[config.mk]
export PLATFORM = sky130hd
export DESIGN_NAME = uart_rx_os16
export DESIGN_NICKNAME = d
export VERILOG_FILES = /design/src/rtl/uart_pkg.sv /design/src/rtl/uart_os_tick_gen.sv /design/src/rtl/uart_rx_os16.sv
export SDC_FILE = /design/constraint.sdc
export NUM_CORES = 1
export LEC_CHECK = 0
export ABC_AREA = 1
export CAP_MARGIN = 20
export CORE_ASPECT_RATIO = 1.1
export CORE_MARGIN = 2
export CORE_UTILIZATION = 51
export CTS_CLUSTER_DIAMETER = 80
export DETAILED_ROUTE_END_ITERATION = 12
export GPL_ROUTABILITY_DRIVEN = 0
export GPL_TIMING_DRIVEN = 1
export PLACE_DENSITY_LB_ADDON = 0.12
export SLEW_MARGIN = 20
export SYNTH_ARGS = -nofsm -noshare
export SYNTH_HDL_FRONTEND = slang
export SYNTH_SLANG_ARGS = --single-unit
[constraint.sdc]
create_clock -name clk -period 1.7 [get_ports clk]
set_clock_uncertainty 0.15 [all_clocks]
set_input_delay 0.34 -clock clk [delete_from_list [all_inputs] [get_ports clk]]
set_output_delay 0.34 -clock clk [all_outputs]
set_load 0.02 [all_outputs]
[src/rtl/uart_pkg.sv]
// Shared UART definitions: parity modes, receiver states and oversampling constants.
package uart_pkg;

   typedef enum logic [1:0] {
      PAR_NONE = 2'd0,
      PAR_EVEN = 2'd1,
      PAR_ODD  = 2'd2
   } parity_mode_t;

   typedef enum logic [2:0] {
      WAIT_HIGH = 3'd0,
      IDLE      = 3'd1,
      START     = 3'd2,
      DATA      = 3'd3,
      PARITY    = 3'd4,
      STOP      = 3'd5
   } rx_state_t;

   localparam int unsigned OS_RATE    = 16;
   localparam int unsigned SAMPLE_LO  = 7;
   localparam int unsigned SAMPLE_MID = 8;
   localparam int unsigned SAMPLE_HI  = 9;

endpackage

[src/rtl/uart_os_tick_gen.sv]
// Oversample tick divider: one-cycle tick every OS_DIV clocks, re-phased by clr.
module uart_os_tick_gen #(
   parameter int unsigned OS_DIV = 4
) (
   input  logic clk,
   input  logic rst,
   input  logic clr,
   output logic tick
);
   localparam int unsigned CW = (OS_DIV > 1) ? $clog2(OS_DIV) : 1;
   localparam logic [CW-1:0] RELOAD = CW'(OS_DIV - 1);

   logic [CW-1:0] cnt;

   // Down-counter: a clear lands on terminal count, so the first tick follows
   // the clear immediately and the sample grid is anchored to the start edge.
   always_ff @(posedge clk) begin
      if (rst || clr) begin
         cnt <= '0;
      end else if (cnt == '0) begin
         cnt <= RELOAD;
      end else begin
         cnt <= cnt - CW'(1);
      end
   end

   always_comb begin
      tick = (cnt == '0);
   end

endmodule

[src/rtl/uart_rx_os16.sv]
// UART receiver, 16x oversampling with 3-sample majority vote; reports parity, framing and break.
module uart_rx_os16 #(
   parameter int unsigned CLK_FREQ    = 50_000_000,
   parameter int unsigned BAUD        = 115_200,
   parameter int unsigned DATA_BITS   = 8,
   parameter int unsigned PARITY_MODE = 0,
   parameter int unsigned STOP_BITS   = 1,
   parameter int unsigned OS_DIV      = CLK_FREQ / (16 * BAUD)
) (
   input  logic                 clk,
   input  logic                 rst,
   input  logic                 uart_rx_in,
   output logic [DATA_BITS-1:0] rx_data_out,
   output logic                 rx_data_valid,
   output logic                 rx_frame_err,
   output logic                 rx_parity_err,
   output logic                 rx_break
);
   import uart_pkg::*;

   localparam parity_mode_t PMODE      = parity_mode_t'(PARITY_MODE[1:0]);
   localparam bit           HAS_PARITY = (PMODE != PAR_NONE);
   localparam logic [3:0]   OS_LO      = 4'(SAMPLE_LO);
   localparam logic [3:0]   OS_MID     = 4'(SAMPLE_MID);
   localparam logic [3:0]   OS_HI      = 4'(SAMPLE_HI);
   localparam logic [3:0]   OS_END     = 4'(OS_RATE - 1);
   localparam logic [2:0]   LAST_DATA  = 3'(DATA_BITS - 1);
   localparam logic [2:0]   LAST_STOP  = 3'(STOP_BITS - 1);

   rx_state_t            state;
   logic                 rx_meta;
   logic                 rxs;
   logic                 rxs_d1;
   logic                 rxs_d2;
   logic                 tick;
   logic                 start_det;
   logic                 maj;
   logic                 at_hi;
   logic                 at_end;
   logic                 exp_par;
   logic [3:0]           os_cnt;
   logic [2:0]           bit_cnt;
   logic [1:0]           samp;
   logic [DATA_BITS-1:0] shift;
   logic                 par_bit;
   logic                 stop_ok;
   logic                 any_high;

   uart_os_tick_gen #(
      .OS_DIV(OS_DIV)
   ) u_tick (
      .clk  (clk),
      .rst  (rst),
      .clr  (start_det),
      .tick (tick)
   );

   // Reset forces the synchronizer high; the history flops reset low so that
   // stale reset state cannot look like an idle line and re-arm mid-frame.
   always_ff @(posedge clk) begin
      if (rst) begin
         rx_meta <= 1'b1;
         rxs     <= 1'b1;
         rxs_d1  <= 1'b0;
         rxs_d2  <= 1'b0;
      end else begin
         rx_meta <= uart_rx_in;
         rxs     <= rx_meta;
         rxs_d1  <= rxs;
         rxs_d2  <= rxs_d1;
      end
   end

   always_comb begin
      start_det = (state == IDLE) && rxs_d1 && !rxs;
      maj       = (samp[0] & samp[1]) | (samp[0] & rxs) | (samp[1] & rxs);
      at_hi     = tick && (os_cnt == OS_HI);
      at_end    = tick && (os_cnt == OS_END);
      exp_par   = (^shift) ^ (PMODE == PAR_ODD);
   end

   always_ff @(posedge clk) begin
      if (rst) begin
         state         <= WAIT_HIGH;
         os_cnt        <= '0;
         bit_cnt       <= '0;
         samp          <= '0;
         shift         <= '0;
         par_bit       <= 1'b0;
         stop_ok       <= 1'b0;
         any_high      <= 1'b0;
         rx_data_out   <= '0;
         rx_data_valid <= 1'b0;
         rx_frame_err  <= 1'b0;
         rx_parity_err <= 1'b0;
         rx_break      <= 1'b0;
      end else begin
         rx_data_valid <= 1'b0;
         rx_frame_err  <= 1'b0;
         rx_parity_err <= 1'b0;
         rx_break      <= 1'b0;

         if (tick) begin
            os_cnt <= os_cnt + 4'd1;
            if (os_cnt == OS_LO) begin
               samp[0] <= rxs;
            end
            if (os_cnt == OS_MID) begin
               samp[1] <= rxs;
            end
         end

         case (state)
            WAIT_HIGH: begin
               if (rxs && rxs_d1 && rxs_d2) begin
                  state <= IDLE;
               end
            end

            IDLE: begin
               if (start_det) begin
                  os_cnt   <= '0;
                  bit_cnt  <= '0;
                  any_high <= 1'b0;
                  stop_ok  <= 1'b1;
                  state    <= START;
               end
            end

            START: begin
               if (at_hi && maj) begin
                  state <= IDLE;
               end else if (at_end) begin
                  state <= DATA;
               end
            end

            DATA: begin
               if (at_hi) begin
                  shift    <= {maj, shift[DATA_BITS-1:1]};
                  any_high <= any_high | maj;
               end
               if (at_end) begin
                  if (bit_cnt == LAST_DATA) begin
                     bit_cnt <= '0;
                     state   <= HAS_PARITY ? PARITY : STOP;
                  end else begin
                     bit_cnt <= bit_cnt + 3'd1;
                  end
               end
            end

            PARITY: begin
               if (at_hi) begin
                  par_bit  <= maj;
                  any_high <= any_high | maj;
               end
               if (at_end) begin
                  state <= STOP;
               end
            end

            STOP: begin
               if (at_hi) begin
                  if (bit_cnt == LAST_STOP) begin
                     rx_data_out   <= shift;
                     rx_data_valid <= 1'b1;
                     rx_frame_err  <= !(stop_ok && maj);
                     rx_parity_err <= HAS_PARITY && (par_bit != exp_par);
                     rx_break      <= !(any_high || maj);
                     state         <= maj ? IDLE : WAIT_HIGH;
                  end else begin
                     stop_ok  <= stop_ok & maj;
                     any_high <= any_high | maj;
                  end
               end
               if (at_end) begin
                  bit_cnt <= bit_cnt + 3'd1;
               end
            end

            default: begin
               state <= WAIT_HIGH;
            end
         endcase
      end
   end

endmodule

==> reports/qor.txt <==
Run status: completed
Die Area: 0.00428 mm²
HP Start: u_tick.cnt[0]
Buf/Inv on CP: 1
Setup ws final: 53.8 ps
CP peak stage delay: 330 ps
Final Max Slew Viols: 0
Post-Syn Instances: 255
FF+latch area: 847 µm²
First-pass GRT wire length: 6.31 mm
Hold path endpoint: u_tick.cnt[0]
Yosys top cell by area: dfxtp_1
Row cnt: 23
Hold Path Class: reg -> reg
Crit path capture type: register
Antenna Violating Nets Remaining: 0
Clock transition at the registers of the reported paths: 80 ps
Post-synth EDFFs: 0
Area contributors post-synth: dfxtp_1 44%, nor2_1 12%, nand2_1 6.8%
RSZ-0062 raised after global routing: true
CTS Hold Bufs: 0
Crit-path cells: inv_2 > ha_4 > nand3_4 > o21ai_2 > nand2_2 > nor2_4 > nand3_1 > nand2_1 > nor2_1
Largest net degree at the start of global routing: 21
LEAKAGE: 1.13 nW
Worst EP required: 1750 ps
Initial detailed-routing violation count: 59
Most frequent cell after synthesis: nor2_1
Worst r2r src: u_tick.cnt[1]
Worst reg-to-reg setup slack: 50 ps
Fin. Hold Viols: 0
Initial Utilization: 53.0%
Placeable Area: 0.00363 mm²
Combinational share of power: 46.2%
CP max FO: 8
FILL cells: 319
CTS tree: built
Wirelength, routed: 3.92 mm
Clk_lat worst skew: 300 ps
Drt first pass iters: 6
CTS root buf: clkbuf_8
Place WS: -22.6 ps
Vias: 1,669
Layout Nets: 301
Slowest CP cell: dfxtp_2
Area grow syn2layout: 24.6%
R2R cell count: 9
MaxCap Viol Count: 0
Final cycle utilization of the critical path: 96.8%
Drt wl/cell: 11.5 µm
Global Route Usage Sum: 18.9%
Vias per cell: 4.89
Synthesized area: 0.00192 mm²
CP arrival: 1690 ps
PortBufs: 13
Die W: 62.6 µm
Unique masters post-synth: 32
Pwr dens: 1510 mW/mm²
Initial antenna violation count: 0
I/O pin count: 15
Layout cells sized above 1: 22.3%
Multi-input gate area: 0.00102 mm²
CTS Buffer Depth: 2
Syn_nets: 266
Clk pwr share: 17.7%
Cell family with most CP delay: simple AND/OR/NAND/NOR gates
Asr flop ratio synth: 0%
Worst vdd ir: 748 µV
Die Ht: 68.4 µm
RR Endpoint: state[1]
Int Power: 2.15 mW
FMAX: 607 MHz
Warnings, synthesis: 0
Vias in the first global route: 1,463
Min Tclk post-route: 1650 ps
Final hold slack: 264 ps
Ys flop type: dfxtp_1
Yosys top cell area share: 43.7%
Worst Hold Path Cells: 1
Hpwl dp: 2.75 mm
Switching Fraction: 40.3%
Inserted Clock Buffers: 5
Kind of critical path: reg -> reg
Yosys reg bits: 42
Final setup vio count: 0
H-tree levels: 2
DRC viols: 0
Ant diodes: 0
Setup crit start kind: register
Seq/Total Area, Yosys: 43.7%
Sequential Power Share: 36.1%
Clk sinks: 42
Switching component of the power: 1.45 mW
Syn_area_per_cell: 7.54 µm²
Synth cell count leaders: 63 x nor2_1, 42 x dfxtp_1, 35 x nand2_1
Overflow after GRT: 0
## worst max-delay path by stage
| stage | start | endpoint | slack, ps | cells after the start |
|---|---|---|---|---|
| 6_report | u_tick.cnt[1] | state[1] | 50 | 9 |
| 5_1_grt | u_tick.cnt[0] | state[0] | -60 | 10 |
| 4_1_cts | state[1] | bit_cnt[0] | 0.5 | 10 |
| 3_5_place_dp | u_tick.cnt[1] | bit_cnt[1] | -20 | 9 |
| 3_3_place_gp | u_tick.cnt[0] | bit_cnt[1] | 2 | 9 |
| 2_1_floorplan | os_cnt[1] | state[0] | 110 | 11 |
## logic make-up after synthesis
family / synth area share (%)
xor+xnor: 1.37
other cells: 0.195
buf+inv: 6.83
simple gates: 32.0
compound gates: 10.7
flops: 43.7
fa+ha+maj: 5.21
## flip-flops by register name, summed over array words and instances (netlist names), 2 cells and up
name	flops
rx_data_out	8
samp	2
shift	8
state	3
u_tick.cnt	5
os_cnt	4
bit_cnt	3
## stage by stage
step                TNS (ps)  power, mW  std cells  instance area [µm²]  util [%]
floorplan                  0       2.36        255                 1920         -
global placement           0       2.70        328                 2200      60.7
detailed placement     -44.1       2.72        328                 2200      60.7
CTS                        0       3.41        336                 2300      63.4
global route            -400       3.89        341                 2400      66.1
finish                     0       3.61        341                 2400      66.1
## worst reg2reg max path, cell delays in order (launching register included)
cell,delay [ps]
dfxtp_2,330
inv_2,80
ha_4,150
nand3_4,150
o21ai_2,240
nand2_2,110
nor2_4,140
nand3_1,90
nand2_1,60
nor2_1,40
## placed cells by master (no fill, tap or decap), types with 6 or more instances in the layout
| cell type | instances |
|---|---|
| ha_1 | 6 |
| inv_1 | 23 |
| nor2_1 | 61 |
| nand3_1 | 8 |
| dfxtp_1 | 37 |
| nand2_1 | 30 |
| a21oi_1 | 8 |
| buf_4 | 19 |
| dlygate4sd2_1 | 11 |
| nor2_4 | 6 |
| o21ai_0 | 19 |
## power by group through the flow
stage	Combinational (mW)	Clock, mW	Sequential (mW)
after detailed placement	1.42	0	1.30
final	1.67	0.640	1.30
after global placement	1.41	0	1.30
after CTS	1.47	0.665	1.28
after floorplan	1.08	0	1.29
after global routing	1.86	0.705	1.32
## layout make-up
| cell class | count | area share [%] |
|---|---|---|
| Clock inverter | 3 | 0.783 |
| Multi-Input combinational cell | 180 | 42.8 |
| Timing Repair Buffer | 32 | 10.8 |
| Sequential cell | 42 | 35.4 |
| Inverter | 29 | 4.80 |
| Clock buffer | 5 | 2.87 |
| Tap cell | 50 | 2.61 |
## metal layers
| layer | wire [µm] | GRT usage [%] |
|---|---|---|
| met1 | 1800 | 22.0 |
| met2 | 1890 | 33.9 |
| met3 | 139 | 3.78 |
| met4 | 78 | 9.17 |
| met5 | 0 | 0 |
## repair_timing
action | 4_1_cts | 5_1_grt
buffers inserted | 0 | 5
pin swaps | 2 | 8
endpoints found under the setup margin | 14 | 24
gates resized for setup | 17 | 23
Note: power is estimated with default switching activity, not from simulation.
==> edit, RTL diff (same settings) <==
One comparison of `os_cnt` changes from == to >=.
--- a/src/rtl/uart_rx_os16.sv
+++ b/src/rtl/uart_rx_os16.sv
@@ -74,7 +74,7 @@
    always_comb begin
       start_det = (state == IDLE) && rxs_d1 && !rxs;
       maj       = (samp[0] & samp[1]) | (samp[0] & rxs) | (samp[1] & rxs);
-      at_hi     = tick && (os_cnt == OS_HI);
+      at_hi     = tick && (os_cnt >= OS_HI);
       at_end    = tick && (os_cnt == OS_END);
       exp_par   = (^shift) ^ (PMODE == PAR_ODD);
    end
Function: no difference found for any inputs over 10 cycles, from zero or initial values and one cycle with rst high; that may be too few to reach the edited logic, so the function may still have changed.
==> edit against the original RTL <==
Sequential cell count unchanged; via count is 3.8% higher; wire length grew 5.9%; synthesized cell count is 0.39% higher; synthesized area increased by 2.8%; design area rose by 7.9%; the flow now finishes with violations (setup timing); total power increased by 12%; clock power rose by 5.0%; worst setup slack worse by 0.098 ns; critical endpoint unchanged.
==> edit: results (changes against the original RTL) <==
Commonest cells in the synthesized netlist: sky130_fd_sc_hd__dfxtp_1, sky130_fd_sc_hd__nand2_1, sky130_fd_sc_hd__inv_1 (was sky130_fd_sc_hd__nor2_1, sky130_fd_sc_hd__dfxtp_1, sky130_fd_sc_hd__nand2_1). The standby leakage power came out at 1.17 nW (was 1.13 nW). The arrival time of data at the critical path endpoint came out at 1.79 ns (was 1.69 ns). The initial DRC count was 73 (was 59). The global-route usage over all layers came out at 20.7% (was 18.9%). The final reports fail on setup timing.

The instance area at placement came out at 2320 um^2 (was 2200 um^2). The maximum vdd ir drop is 0.984 mV (was 0.748 mV). The number of nets in the finished design is 309 (was 301).

The pre-CTS worst setup slack came out at -0.173 ns (was -0.0226 ns). Run status: finished, violations left (was complete, no violations). The final routed wire length divided by cell count came out at 11.9 um (was 11.5 um). The synthesized-area fraction occupied by ao, oa, aoi and oai cells is 16.5% (was 10.7%). The final standard cell count with taps included and fillers excluded is 348 (was 341). The count of different cell masters after synthesis is 34 (was 32). The worst-case reg-to-reg path depth came out at 13 (was 9).

The largest net degree at the start of global routing came out at 23 (was 21). The adder-cell share of the synthesized area was 5.70% (was 5.20%). The post-synthesis to final-layout area growth is 30.8% (was 24.6%).

The count of endpoints failing setup in the final report was 5 (was 0). The number of global-route vias before repair is 1641 (was 1463). The highest fanout seen on the critical path came out at 6 (was 8). The count of filler cells inserted in the layout is 324 (was 319).

Leading post-synthesis cells by cell area: sky130_fd_sc_hd__dfxtp_1, sky130_fd_sc_hd__a21oi_1, sky130_fd_sc_hd__nand2_1, sky130_fd_sc_hd__inv_1, sky130_fd_sc_hd__o21ai_0 (was sky130_fd_sc_hd__dfxtp_1, sky130_fd_sc_hd__nor2_1, sky130_fd_sc_hd__nand2_1, sky130_fd_sc_hd__o21ai_0, sky130_fd_sc_hd__ha_1). The setup total negative slack is -0.119 ns (was 0 ns). The share of layout cells above drive strength 1 is 25.2% (was 22.3%). The share of the yosys chip area belonging to registers was 42.5% (was 43.7%).

The xor-xnor portion of the synthesized cell area is 0.886% (was 1.37%). The worst setup slack after layout is -0.0446 ns (was 0.0538 ns). The count of placed standard cells including taps came out at 334 (was 328).
## edit: area by class of cell
cell class | instances | area share (%)
multi-input cells | 168 | 41.1
flip-flops and latches | 42 | 32.7
repair buffers | 42 | 14.3
inverters | 38 | 5.71
clock buffers | 7 | 3.34
well taps | 50 | 2.42
clock inverters | 1 | 0.339
## edit: cells by family (layout without fill, tap and decap cells)
| group | count (synthesis) | after routing |
|---|---|---|
| other cells | 1 | 1 |
| compound gates | 61 | 61 |
| flops | 42 | 42 |
| xor+xnor | 2 | 2 |
| fa+ha+maj | 9 | 9 |
| buf+inv | 46 | 88 |
| simple gates | 95 | 95 |
## edit: per-layer routing
layer  vias to the layer above  global-route usage [%]  share of wire (%)
met2                        23                    33.3                 48
li1                        912                       -                  -
met5                         -                       0                  0
met4                         0                    6.52                1.7
met1                       791                    27.3                 46
met3                         7                    4.87                3.3
## edit: power by group
part / switching, mW / internal, mW
clock: 0.336 / 0.335
sequential: 0.111 / 1.16
combinational: 1.19 / 0.903
total: 1.63 / 2.40
## edit: worst min-delay path by stage
| stage | end | slack [ns] | cells after the start |
|---|---|---|---|
| 6_report | rxs | 0.26 | 1 |
| 5_1_grt | u_tick.cnt[0] | 0.28 | 1 |
| 4_1_cts | rxs | 0.26 | 1 |
| 3_5_place_dp | rxs | 0.24 | 1 |
| 3_3_place_gp | rxs | 0.24 | 1 |
| 2_1_floorplan | rxs | 0.24 | 1 |
## edit: what timing repair did
action,in CTS,in global routing
pin swaps,16,10
setup endpoints to repair,31,26
setup buffers,2,4
resized for setup,36,26
endpoints found under the hold margin,0,0
